File: config.mk
export PLATFORM = sky130hd
export DESIGN_NAME = serial_add_sub
export DESIGN_NICKNAME = d
export VERILOG_FILES = /design/src/rtl/serial_add_sub.sv
export SDC_FILE = /design/constraint.sdc
export NUM_CORES = 1
export LEC_CHECK = 0
export CORE_MARGIN = 5
export CORE_UTILIZATION = 53
export DETAILED_ROUTE_END_ITERATION = 16
export HOLD_SLACK_MARGIN = 0.12
export MAX_ROUTING_LAYER = met4
export PLACE_DENSITY_LB_ADDON = 0.25
export SLEW_MARGIN = 20
export SYNTH_ARGS = -nofsm -noshare
export SYNTH_HDL_FRONTEND = slang
export SYNTH_SLANG_ARGS = --single-unit
File: constraint.sdc
create_clock -name clock -period 2.3 [get_ports clock]
set_clock_uncertainty 0.2 [all_clocks]
set_input_delay 0.46 -clock clock [delete_from_list [all_inputs] [get_ports clock]]
set_output_delay 0.46 -clock clock [all_outputs]
set_load 0.005 [all_outputs]
File: src/rtl/serial_add_sub.sv
// Bit-serial WIDTH-bit adder/subtractor/negator: one full-adder slice per clock, LSB first.
// Define SERIAL_ADD_SUB_OVF_EN to add the io_ovf signed-overflow output.
module serial_add_sub #(
    parameter int WIDTH = 32
) (
    input  logic             clock,
    input  logic             reset_n,
    input  logic             io_start,
    input  logic [1:0]       io_op,
    input  logic [WIDTH-1:0] io_a,
    input  logic [WIDTH-1:0] io_b,
    output logic             io_busy,
    output logic             io_done,
    output logic [WIDTH-1:0] io_result,
    output logic             io_cout,
    output logic             io_zero,
    output logic             io_neg
`ifdef SERIAL_ADD_SUB_OVF_EN
    ,
    output logic             io_ovf
`endif
);

    localparam int CW = (WIDTH > 1) ? $clog2(WIDTH) : 1;
    localparam logic [CW-1:0] LAST_BIT = CW'(WIDTH - 1);

    typedef enum logic [1:0] {
        IDLE = 2'b00,
        RUN  = 2'b01,
        DONE = 2'b10
    } state_t;

    typedef enum logic [1:0] {
        OP_ADD = 2'b00,
        OP_SUB = 2'b01,
        OP_NEG = 2'b10,
        OP_RSV = 2'b11
    } op_t;

    state_t           state_q;
    logic [WIDTH-1:0] sa_q;
    logic [WIDTH-1:0] sb_q;
    logic [WIDTH-1:0] sr_q;
    logic             carry_q;
    logic [CW-1:0]    count_q;
    logic             busy_q;
    logic             done_q;
    logic [WIDTH-1:0] result_q;
    logic             cout_q;
    logic             zero_q;
    logic             neg_q;
`ifdef SERIAL_ADD_SUB_OVF_EN
    logic             ovf_q;
`endif

    logic             sum_d;
    logic             carry_d;
    logic [WIDTH-1:0] sr_d;
    logic [WIDTH-1:0] sa_load_d;
    logic [WIDTH-1:0] sb_load_d;
    logic             carry_load_d;

    // NOTE: every signal assigned in always_comb gets a default first, so no path can infer a latch.
    always_comb begin
        sa_load_d    = io_a;
        sb_load_d    = io_b;
        carry_load_d = 1'b0;
        unique case (op_t'(io_op))
            OP_SUB: begin
                sb_load_d    = ~io_b;
                carry_load_d = 1'b1;
            end
            OP_NEG: begin
                sa_load_d    = '0;
                sb_load_d    = ~io_b;
                carry_load_d = 1'b1;
            end
            OP_ADD, OP_RSV: begin
                sa_load_d    = io_a;
                sb_load_d    = io_b;
                carry_load_d = 1'b0;
            end
        endcase
    end

    // The single full-adder slice; subtraction is a + ~b + 1 via the preset carry.
    always_comb begin
        sum_d   = sa_q[0] ^ sb_q[0] ^ carry_q;
        carry_d = (sa_q[0] & sb_q[0]) | (sa_q[0] & carry_q) | (sb_q[0] & carry_q);
        sr_d    = {sum_d, sr_q[WIDTH-1:1]};
    end

    // NOTE: sequential state uses non-blocking assignments only, so every register samples pre-edge values.
    always_ff @(posedge clock or negedge reset_n) begin
        if (!reset_n) begin
            // NOTE: the shift registers are reset too, so an aborted operation leaves no residue.
            state_q  <= IDLE;
            sa_q     <= '0;
            sb_q     <= '0;
            sr_q     <= '0;
            carry_q  <= 1'b0;
            count_q  <= '0;
            busy_q   <= 1'b0;
            done_q   <= 1'b0;
            result_q <= '0;
            cout_q   <= 1'b0;
            zero_q   <= 1'b0;
            neg_q    <= 1'b0;
`ifdef SERIAL_ADD_SUB_OVF_EN
            ovf_q    <= 1'b0;
`endif
        end else begin
            done_q <= 1'b0;
            unique case (state_q)
                IDLE, DONE: begin
                    if (io_start) begin
                        sa_q    <= sa_load_d;
                        sb_q    <= sb_load_d;
                        carry_q <= carry_load_d;
                        count_q <= '0;
                        busy_q  <= 1'b1;
                        state_q <= RUN;
                    end else begin
                        busy_q  <= 1'b0;
                        state_q <= IDLE;
                    end
                end
                RUN: begin
                    sa_q    <= sa_q >> 1;
                    sb_q    <= sb_q >> 1;
                    sr_q    <= sr_d;
                    carry_q <= carry_d;
                    count_q <= count_q + 1'b1;
                    if (count_q == LAST_BIT) begin
                        result_q <= sr_d;
                        cout_q   <= carry_d;
                        zero_q   <= (sr_d == '0);
                        neg_q    <= sr_d[WIDTH-1];
`ifdef SERIAL_ADD_SUB_OVF_EN
                        // carry_q here is the carry into the MSB slot.
                        ovf_q    <= carry_q ^ carry_d;
`endif
                        count_q  <= '0;
                        busy_q   <= 1'b0;
                        done_q   <= 1'b1;
                        state_q  <= DONE;
                    end
                end
                default: begin
                    busy_q  <= 1'b0;
                    state_q <= IDLE;
                end
            endcase
        end
    end

    assign io_busy   = busy_q;
    assign io_done   = done_q;
    assign io_result = result_q;
    assign io_cout   = cout_q;
    assign io_zero   = zero_q;
    assign io_neg    = neg_q;
`ifdef SERIAL_ADD_SUB_OVF_EN
    assign io_ovf    = ovf_q;
`endif

endmodule

== Word level (Yosys, flattened, before mapping) ==
Index checks and enable logic that the tools add are counted.
Storage, ports and cells
  ROM bits: 0
  register bits after elaboration: 141
  memory bits (writable): 0
  memories kept: 0
  output and inout bits: 37
  word-level logic and storage cells: 58
  latch bits: 0
Cells by class
  eq/ne operators: 8
  divide/modulo/power cells: 0
  $add $sub $neg: 1
  multiplexer cells: 20
  multiply operators: 0
  reduce and logical (&&, ||, !) cells: 9
  order comparisons: 0
  bitwise operators: 8
  shift-type cells: 0
Operator list (number)
  case mux 32 bit (2 select lines): 3
  two-way mux 32 bit: 3
  logical NOT 32 bit: 1
  NOT 32 bit: 1
  two-way mux 5 bit: 2
  case mux 5 bit (2 select lines): 1
  == test 2 bit, second input constant: 3
  two-way mux 1 bit: 6
  case mux 1 bit (2 select lines): 3
  OR reduction 2 bit: 3
  adder 5 x 1 -> 5 bit, second input constant: 1
  == test 5 bit, second input constant: 1
  == test 2 x 1 -> 1 bit, second input constant: 2
  logical NOT 2 bit: 2
  inequality test 2 bit, second input constant: 2
  case mux 2 bit (2 select lines): 1
  AND reduction 2 bit: 2
  AND 1 bit: 3
  two-way mux 2 bit: 1
  bitwise OR 1 bit: 2
  nonzero test 2 bit: 1
  bitwise XOR 1 bit: 2

== Longest topological paths before layout ==
Gate-level depths: netlist of run 1.
  depth in word-level cells: 5
  gate-level depth with buffers: 8
  mapped depth without buffers: 6

== Worst setup path before layout of run 1 ==
OpenSTA, ideal clock, no wires.
  kind: register to register
  start: register count_q[0]
  end: register result_q[25] (netlist: io_result[25])
  path buffers: 2
  arrival: 1.765 ns
  path slack: 0.207 ns
  setup time: 0.128 ns
  stages on the path, launching flop included: 8
  cells stage by stage: dfrtp_1 -> ha_1 -> and3_1 -> ha_1 -> nand3b_1 -> buf_2 -> buf_2 -> mux2_1
On the way
  cells in the longest elaborated chain, start to end: 2
Ends and longest elaborated chain
  start, declared: RTL line 45  | logic [CW-1:0] count_q;
  start signal, assigned: RTL line 133  | count_q <= count_q + 1'b1;
  == test 5 bit: RTL line 134  | if (count_q == LAST_BIT) begin
  AND reduction 2 bit (no line)
  end signal, assigned: RTL line 135  | result_q <= sr_d;
  end, declared: RTL line 48  | logic [WIDTH-1:0] result_q;
Every way passes these cells.
A chain may end at the register's enable or synchronous reset.

== Worst setup path after layout of run 1 ==
  start: register count_q[0]
  end: register cout_q (netlist: io_cout)
On the way
  cells in the longest elaborated chain, start to end: 2
Ends and longest elaborated chain
  == test 5 bit: RTL line 134
  AND reduction 2 bit (no line)
  end signal, assigned: RTL line 136  | cout_q <= carry_d;
  end, declared: RTL line 49  | logic cout_q;
Every way passes these cells.

==> run metrics, run 1 <==
startpoint types=flip-flop; # rows=39; sequential share of the synthesized area=0.577; clock-pin slew on the worst setup and hold paths=0.06 ns; root buf cell=clkbuf_16; most frequent cell after synthesis=dfrtp_1; cts repair resizes=0; Yosys top cell area share=0.577; Synth async-reset ratio=1.00; Synth Cell Area=roughly 0.006 mm²; core area=0.0113 mm²; commonest register cell after synthesis=dfrtp_1; DR vias=4,250; initial antenna violation count=0; First-pass DRT Iterations=6; Synth area leader=dfrtp_1; gr usage total=0.205; Max IR drop VDD=788 µV; Design Area, Final=0.00778 mm²; final WL=12,600 µm; TritonCTS Buffers=17; DR WL/cell=approximately 17 µm; Final Hold Fails=0; Area after DPL=0.00712 mm²; Lkg Pwr=3.71 nW; Multi-input gate area=0.00228 mm²; Synth area leaders=dfrtp_1, a221o_1, nand2_1; period utilisation layout=0.918; starting density of the core=0.535; post-synthesis cell count=just over 500; Routed Antenna Nets=0; Avg Inst Size Synth=between 10 and 15 µm²; crit path time final=2.11 ns; FF/Latch Area=around 0.0035 mm²; Synth top cells by count=dfrtp_1, nand2_1, a221o_1; CP Data Required Time=about 2.4 ns; final instance count without filler cells=759; Synth cell types=35; #FFs+latches synth=between 100 and 150; maxcap violations=0; # setup viols final=0; total gr overflow=0; # fillers=822; CP Class=flip-flop to flip-flop; layout cells sized above 1=0.0925; Hold Slack=just under 0.3 ns; Post-synth EDFFs=0; IO Port Bufs=between 100 and 150; antenna cells=0; critical path capture point type=flip-flop; DRT iter0 DRCs=357; post-synthesis net count=between 500 and 600; Die Ht=117 µm; Placed Cells incl. Taps=approximately 730; htree depth=4; fin nets=676; Worst Tran Pin Value=0.715 ns; number of global-route vias before repair=between 4,000 and 5,000; area grow syn2layout=29.2%; gpl congestion=0.783; dpl hpwl=8100 µm; # IOs=106; RSZ-0062 raised after global routing=no; status=finished, final reports clean; highest clock rate=0.474 GHz; CTS Buffer Depth=2; slew margin rel.=0.522; Die Width=117 µm; CTS tree=built; pins over their slew limit=0; Die ar.=0.0136 mm²; CP arrival=~2.2 ns; Yosys Warn Count=0; largest net degree at the start of global routing=66; Residual DRC=0; Worst-Skew Late Latency=around 0.41 ns; Clock Sinks=approximately 140; CP max FO=31; Hold WC Path Type=flip-flop to flip-flop; vias per inst=5.60; PD cells=1190 mW/mm²; first-pass GRT wire length=20,900 µm
==> worst paths after layout <==
check | start | to | slack [ns] | depth (start not counted)
setup / recovery | count_q[0] | io_cout | 0.19 | 6
hold / removal | io_result[9] | io_result[9] | 0.29 | 1
setup reg to reg | count_q[0] | io_cout | 0.19 | 6
hold reg to reg | io_result[9] | io_result[9] | 0.29 | 1
max in group asynchronous | reset_n | io_result[7] | 0.85 | 3
min in group asynchronous | reset_n | io_result[23] | 0.38 | 2
==> per-stage QoR <==
step | utilization | total power [mW] | setup slack (ns) | setup TNS [ns]
after floorplan | - | 5.48 | 0.207 | 0
after global placement | 0.631 | 6.23 | -0.305 | -10.08
after detailed placement | 0.631 | 6.36 | -0.368 | -11.90
after CTS | 0.690 | 9.38 | 0.0427 | 0
after global routing | 0.691 | 9.87 | 0.0882 | 0
final | 0.691 | 9.30 | 0.188 | 0
==> registers in the layout (all words and copies together) (netlist names) <==
name and cells:
io_done 1, sa_q 32, io_zero 1, state_q 2, io_busy 1, sb_q 32, io_cout 1, count_q 5
io_result 32, sr_q 31, carry_q 1
==> what timing repair did <==
item | 4_1_cts | 5_1_grt
setup buffers | 0 | 0
endpoints found under the hold margin | 58 | 0
hold buffers | 1 | 0
==> power by group <==
| group | internal (mW) | switching (mW) |
|---|---|---|
| clock network | 1.91 | 1.04 |
| registers | 3.37 | 0.674 |
| logic | 1.30 | 1.01 |
| total | 6.58 | 2.72 |
==> area by class of cell <==
class                   count  area share
flip-flops and latches    139       0.447
repair buffers            117       0.152
clock buffers              20      0.0599
well taps                 143      0.0230
multi-input cells         324       0.293
clock inverters            12      0.0239
inverters                   4     0.00193
==> per-layer routing <==
layer | vias up | GRT usage | part of all wire
li1 | 1995 | - | -
met1 | 2101 | 0.266 | 0.44
met2 | 139 | 0.315 | 0.49
met3 | 15 | 0.0580 | 0.054
met4 | 0 | 0.0642 | 0.012
met5 | - | - | 0
==> critical path, cell delays in order, from the launching register on <==
cell	delay [ns]
dfrtp_1	0.41
ha_1	0.23
and3_1	0.18
ha_1	0.20
nand3b_1	0.17
buf_12	0.23
mux2_2	0.36
==> cells by family after synthesis <==
kind of cell    after synthesis  share of synthesized area
xor+xnor                     33                     0.0480
compound gates               73                      0.118
mux                          33                     0.0617
fa+ha+maj                     4                    0.00955
buf+inv                      44                     0.0467
simple gates                181                      0.139
flops                       139                      0.577
==> layout by cell type (no fill, tap or decap), types with 2 or more instances in the layout <==
master             n
dfrtp_1          139
clkinv_4           3
nand4_1            2
inv_1              4
mux2_1            26
nor4_1             8
xnor2_1            2
clkinvlp_4         3
xor2_1            31
bufinv_16          4
buf_4              8
mux2_2             7
clkdlybuf4s50_1  104
nand2_1           95
buf_12             3
nor2_1            33
nand3_1            2
and3_1            32
ha_1               3
clkbuf_8           3
a221o_1           63
inv_6              2
a22o_1             5
clkbuf_16         17
(Power assumes the default switching activity.)
==> run 2, diff against run 1 <==
SLEW_MARGIN = not set   (was 20)
==> results of run 2 <==
No change in the layout: final DEF, timing and power equal those of run 1.
==> run 3, diff against run 2 <==
GPL_TIMING_DRIVEN = 1   (was not set)
==> results of run 3 <==
No change in the layout: final DEF, timing and power equal those of run 1.
==> RTL change 1, RTL diff (settings of run 2) <==
Re-encode `state_t` (3 states) as one-hot, 3 bits wide.
--- a/src/rtl/serial_add_sub.sv
+++ b/src/rtl/serial_add_sub.sv
@@ -25,8 +25,8 @@
     localparam logic [CW-1:0] LAST_BIT = CW'(WIDTH - 1);
 
-    typedef enum logic [1:0] {
-        IDLE = 2'b00,
-        RUN  = 2'b01,
-        DONE = 2'b10
+    typedef enum logic [2:0] {
+        IDLE = 3'b001,
+        RUN  = 3'b010,
+        DONE = 3'b100
     } state_t;
 
Formal check against the unedited RTL: same outputs for any inputs over 10 cycles, from zero or initial values and one cycle with reset_n low; not proved beyond that.
==> RTL change 1 against run 2 <==
  * Sequential power down 11%
  * Non-clock buffer count up 4
  * Design area up 2.2%
  * Die area up 2.3%
  * Area after synthesis up 2.5%
  * Power down 12%
  * Sequential cell count up 1
  * Setup slack about the same
  * Wire length up 2.8%
  * Critical endpoint is now io_result[15]$_DFFE_PN0P_
  * Largest power group unchanged
==> RTL change 1: results (changes against run 2) <==
Run status:
- The flow ran to the end, and the final reports show no timing, DRC or antenna violations.

Layout:
- The inverter count is 3 (-1).
- The number of fillers in the final layout came to 894 (+8.8%).
- The ratio of cells with drive above 1 in the final layout came to 7.48% (-1.8 points).
- The number of clock buffers in the layout was 24 (+20%).
- The buffer share of cell area is 15.9% (+0.69 points).
- The non-clock buffer instance count of the final layout is 121 (+3.4%).

Synthesis:
- The adder and majority cell fraction of the synthesized area is 0.932% (-0.023 points).
- The synthesized instance count came to 588 (+16%).
- The xor and xnor fraction of the mapped netlist area is 4.82% (+0.025 points).
- The complex-gate fraction of the synthesized area is 9.03% (-2.8 points).
- The number of different library cells in the post-synthesis netlist was 32 (-8.6%).
- After synthesis, the cell types taking the most area are sky130_fd_sc_hd__dfrtp_1 56%, sky130_fd_sc_hd__nand2_1 8.4%, sky130_fd_sc_hd__mux2_1 6.2%, sky130_fd_sc_hd__a221o_1 4.5%, sky130_fd_sc_hd__xor2_1 4.3%.
- The post-synthesis sequential element count is 140 (+0.72%).
- The net count of the mapped netlist came to 661 (+14%).

Drt:
- The met3 layer wire length in the routed design came to 575 um (-16%).
- The total number of vias is 4,573 (+7.6%).
- The total iterations of the first detailed-routing run was 5 (-1).
- The detailed router's first-iteration violation count is 341 (-4.5%).
- The wire length per cell was 15.5 um (-6.9%).
- The post-route met1 wirelength is 5730 um (+3.3%).

Timing:
- The actual transition at the worst max-transition pin was 0.484 ns (-0.231 ns).
- The final hold slack is 0.283 ns (-0.00603 ns).

Global routing:
- The via count of the first global-routing pass came to 4,710 (+11%).
- The met3 demand-to-capacity share in global routing is 6.34% (+0.54 points).
- The wire length of the first global-routing pass is 22,400 um (+6.9%).

Placed design:
- The placed instance count was 806 (+11%).

Worst setup path:
- The register-to-register setup slack is 0.19 ns (about the same).
- The arrival time of the worst setup path was 2.19 ns (-0.02 ns).

Die:
- The placeable core area is 11,400 um2 (+1.3%).

Worst hold path:
- The worst min-delay path startpoint is io_busy$_DFFE_PN0P_.
- The cell depth of the worst hold path is 2 (+1).

Power:
- The peak ir drop on the vdd network was 0.733 mV (-7.0%).
- The reported net switching power is 2.53 mW (-6.9%).
==> RTL change 1: cell count changes after synthesis, moves of 4 or more <==
cell	before	now
sky130_fd_sc_hd__a221o_1	63	28
sky130_fd_sc_hd__a22o_1	5	1
sky130_fd_sc_hd__a31oi_1	0	34
sky130_fd_sc_hd__and3_1	32	2
sky130_fd_sc_hd__buf_6	8	2
sky130_fd_sc_hd__clkbuf_1	5	15
sky130_fd_sc_hd__mux2_1	26	34
sky130_fd_sc_hd__mux2_2	7	1
sky130_fd_sc_hd__nand2_1	95	138
sky130_fd_sc_hd__nand3b_1	1	32
sky130_fd_sc_hd__nor2_1	33	65
sky130_fd_sc_hd__o21ai_1	0	6
==> RTL change 1: timing repair <==
action                     CTS  global route
setup endpoints to repair    0             0
hold endpoints to repair    42             0
hold buffers                 1             0
==> RTL change 2, RTL diff (config.mk and constraints of run 2) <==
Without the edit above. Add a define of `SERIAL_ADD_SUB_OVF_EN`.
--- a/src/rtl/serial_add_sub.sv
+++ b/src/rtl/serial_add_sub.sv
@@ -1,4 +1,6 @@
 // Bit-serial WIDTH-bit adder/subtractor/negator: one full-adder slice per clock, LSB first.
 // Define SERIAL_ADD_SUB_OVF_EN to add the io_ovf signed-overflow output.
+`define SERIAL_ADD_SUB_OVF_EN
+
 module serial_add_sub #(
     parameter int WIDTH = 32
Function (old outputs only; new: io_ovf): kept (Yosys induction, for registers that start in step).
==> RTL change 2 against run 2 <==
  * Design area grew 1.6%
  * Setup slack improved by 0.0055 ns
  * Power is 3.6% higher
  * Wire length decreased by 0.43%
  * Area after synthesis increased by 0.31%
  * Sequential cell count grew 1
  * Critical path depth is the same
  * First-iteration DRC count fell by 8.7%
  * Largest power group unchanged
  * Highest routed layer unchanged
==> RTL change 2: results (changes against run 2) <==
Timing:
- The final hold slack is 0.273 ns (-0.0152 ns).
- The actual transition at the worst max-transition pin is 0.705 ns (-0.0102 ns).

Synthesis:
- The xor and xnor fraction of the mapped netlist area is 4.93% (+0.13 points).
- The adder and majority cell fraction of the synthesized area is 0.952% (-0.0030 points).
- The proportion of synthesized area in mux cells is 6.15% (-0.019 points).
- The complex-gate fraction of the synthesized area was 11.8% (+0.046 points).
- The register area share after synthesis is 57.9% (+0.23 points).
- In the post-synthesis netlist, the biggest area contributors are sky130_fd_sc_hd__dfrtp_1 58%, sky130_fd_sc_hd__a221o_1 10%, sky130_fd_sc_hd__nand2_1 6.0%, sky130_fd_sc_hd__mux2_2 5.4%, sky130_fd_sc_hd__xor2_1 4.5%.
- The number of different library cells in the post-synthesis netlist is 34 (-2.9%).
- The number of warning messages in the yosys log is 0 (unchanged).
- The share of flip-flops with an asynchronous set or reset after synthesis is 100% (unchanged).
- The net count of the mapped netlist is 584 (+0.69%).

Worst setup path:
- The arrival time of the worst setup path came to 2.19 ns (-0.02 ns).
- The largest fanout of any net on the critical path is 39 (+26%).
- The kind of critical path is reg2reg.

Drt:
- The post-route met1 wirelength is 5670 um (+2.1%).
- The total iterations of the first detailed-routing run came to 5 (-1).
- The detailed router's first-iteration violation count is 326 (-8.7%).
- The met2 layer wire length in the routed design is 6100 um (-2.0%).
- The met3 layer wire length in the routed design is 579 um (-15%).
- The via density per instance is 5.64 (+0.65%).
- The final routed wirelength across all metal layers is 12,600 um (-0.43%).

Clocking:
- The number of buffers inserted during clock tree synthesis was 17 (unchanged).
- The latest clock arrival within the worst-skew pair is 0.41 ns (about the same).

Placed design:
- The number of buffers inserted by port buffering is 106 (+0.95%).
- The detailed placer's ending HPWL is 8200 um (+1.2%).
- The last weighted congestion value of the routability-driven placer is 0.771 (-1.5%).

Layout:
- The ratio of cells with drive above 1 in the final layout came to 12.7% (+3.5 points).
- The net count of the finished layout was 681 (+0.74%).
- The number of fillers in the final layout is 816 (-0.73%).

Power:
- The leakage dissipation came to 3.77 nW (+1.5%).
- The peak ir drop on the vdd network is 0.616 mV (-22%).

Global routing:
- The total track usage is 20.5% (+0.065 points).
- The wire length of the first global-routing pass came to 21,500 um (+2.6%).
- The via count of the first global-routing pass came to 4,364 (+2.8%).

Run status:
- The flow ran to the end, and the final reports show no timing, DRC or antenna violations.
-- RTL change 2: cell types whose count changed in the layout (fill, tap and decap cells not counted), sizes merged --
cell and change:
bufinv +3, nand2 +1, dfrtp +1, inv -2
clkinvlp -1, xnor2 +1, clkdlybuf4s50 +1, o21ai +1
-- RTL change 2: through the flow --
stage,std cells,util [%],setup WS (ns),cell area (um2)
CTS,764,69.8,0.0214,7900
floorplan,511,-,0.243,6050
global placement,731,63.6,-0.305,7190
global route,764,69.8,0.0797,7910
finish,764,69.8,0.194,7910
detailed placement,731,63.6,-0.403,7190
-- RTL change 2: cell type report --
type / instances / share of cell area [%]
multi-input cells: 327 / 29.0
inverters: 4 / 0.190
clock inverters: 12 / 3.04
repair buffers: 118 / 15.4
well taps: 143 / 2.26
clock buffers: 20 / 5.78
flip-flops and latches: 140 / 44.3
-- RTL change 2: how the worst min path moves through the flow --
stage | from | to | depth (start not counted)
floorplan | reset_n | carry_q$_DFFE_PN0P_ | 0
global placement | reset_n | io_result[17]$_DFFE_PN0P_ | 1
detailed placement | reset_n | sr_q[24]$_DFFE_PN0P_ | 1
CTS | io_busy$_DFFE_PN0P_ | io_busy$_DFFE_PN0P_ | 1
global route | io_busy$_DFFE_PN0P_ | io_busy$_DFFE_PN0P_ | 1
finish | io_busy$_DFFE_PN0P_ | io_busy$_DFFE_PN0P_ | 1
-- RTL change 2: timing repair --
item | CTS | global route
gates resized for setup | 0 | 1
hold buffers | 1 | 0
setup endpoints to repair | 0 | 31
endpoints found under the hold margin | 55 | 0
-- RTL change 2: power breakdown --
group	leakage [nW]	internal [mW]	switching, mW
Sequential	1.77	3.39	0.682
Combinational	1.66	1.36	1.01
Clock	0.336	2.20	1.00
-- RTL change 2: metal layers --
| metal | global-route usage [%] | vias to the layer above |
|---|---|---|
| met2 | 30.7 | 125 |
| met4 | 5.66 | 0 |
| met5 | - | - |
| met3 | 5.30 | 18 |
| met1 | 28.2 | 2147 |
| li1 | - | 2016 |
-- RTL change 2: logic make-up (layout without fill, tap and decap cells) --
logic type | count (synthesis) | count (layout)
xor+xnor | 34 | 34
flops | 140 | 140
compound gates | 74 | 74
mux | 33 | 33
simple gates | 182 | 182
buf+inv | 44 | 154
fa+ha+maj | 4 | 4
-- RTL change 2: worst max-delay path: stages (launching register included) --
cell	delay [ns]
sky130_fd_sc_hd__dfrtp_1	0.40
sky130_fd_sc_hd__ha_1	0.24
sky130_fd_sc_hd__and3_1	0.19
sky130_fd_sc_hd__ha_1	0.20
sky130_fd_sc_hd__nand3b_1	0.14
sky130_fd_sc_hd__buf_12	0.24
sky130_fd_sc_hd__mux2_2	0.36
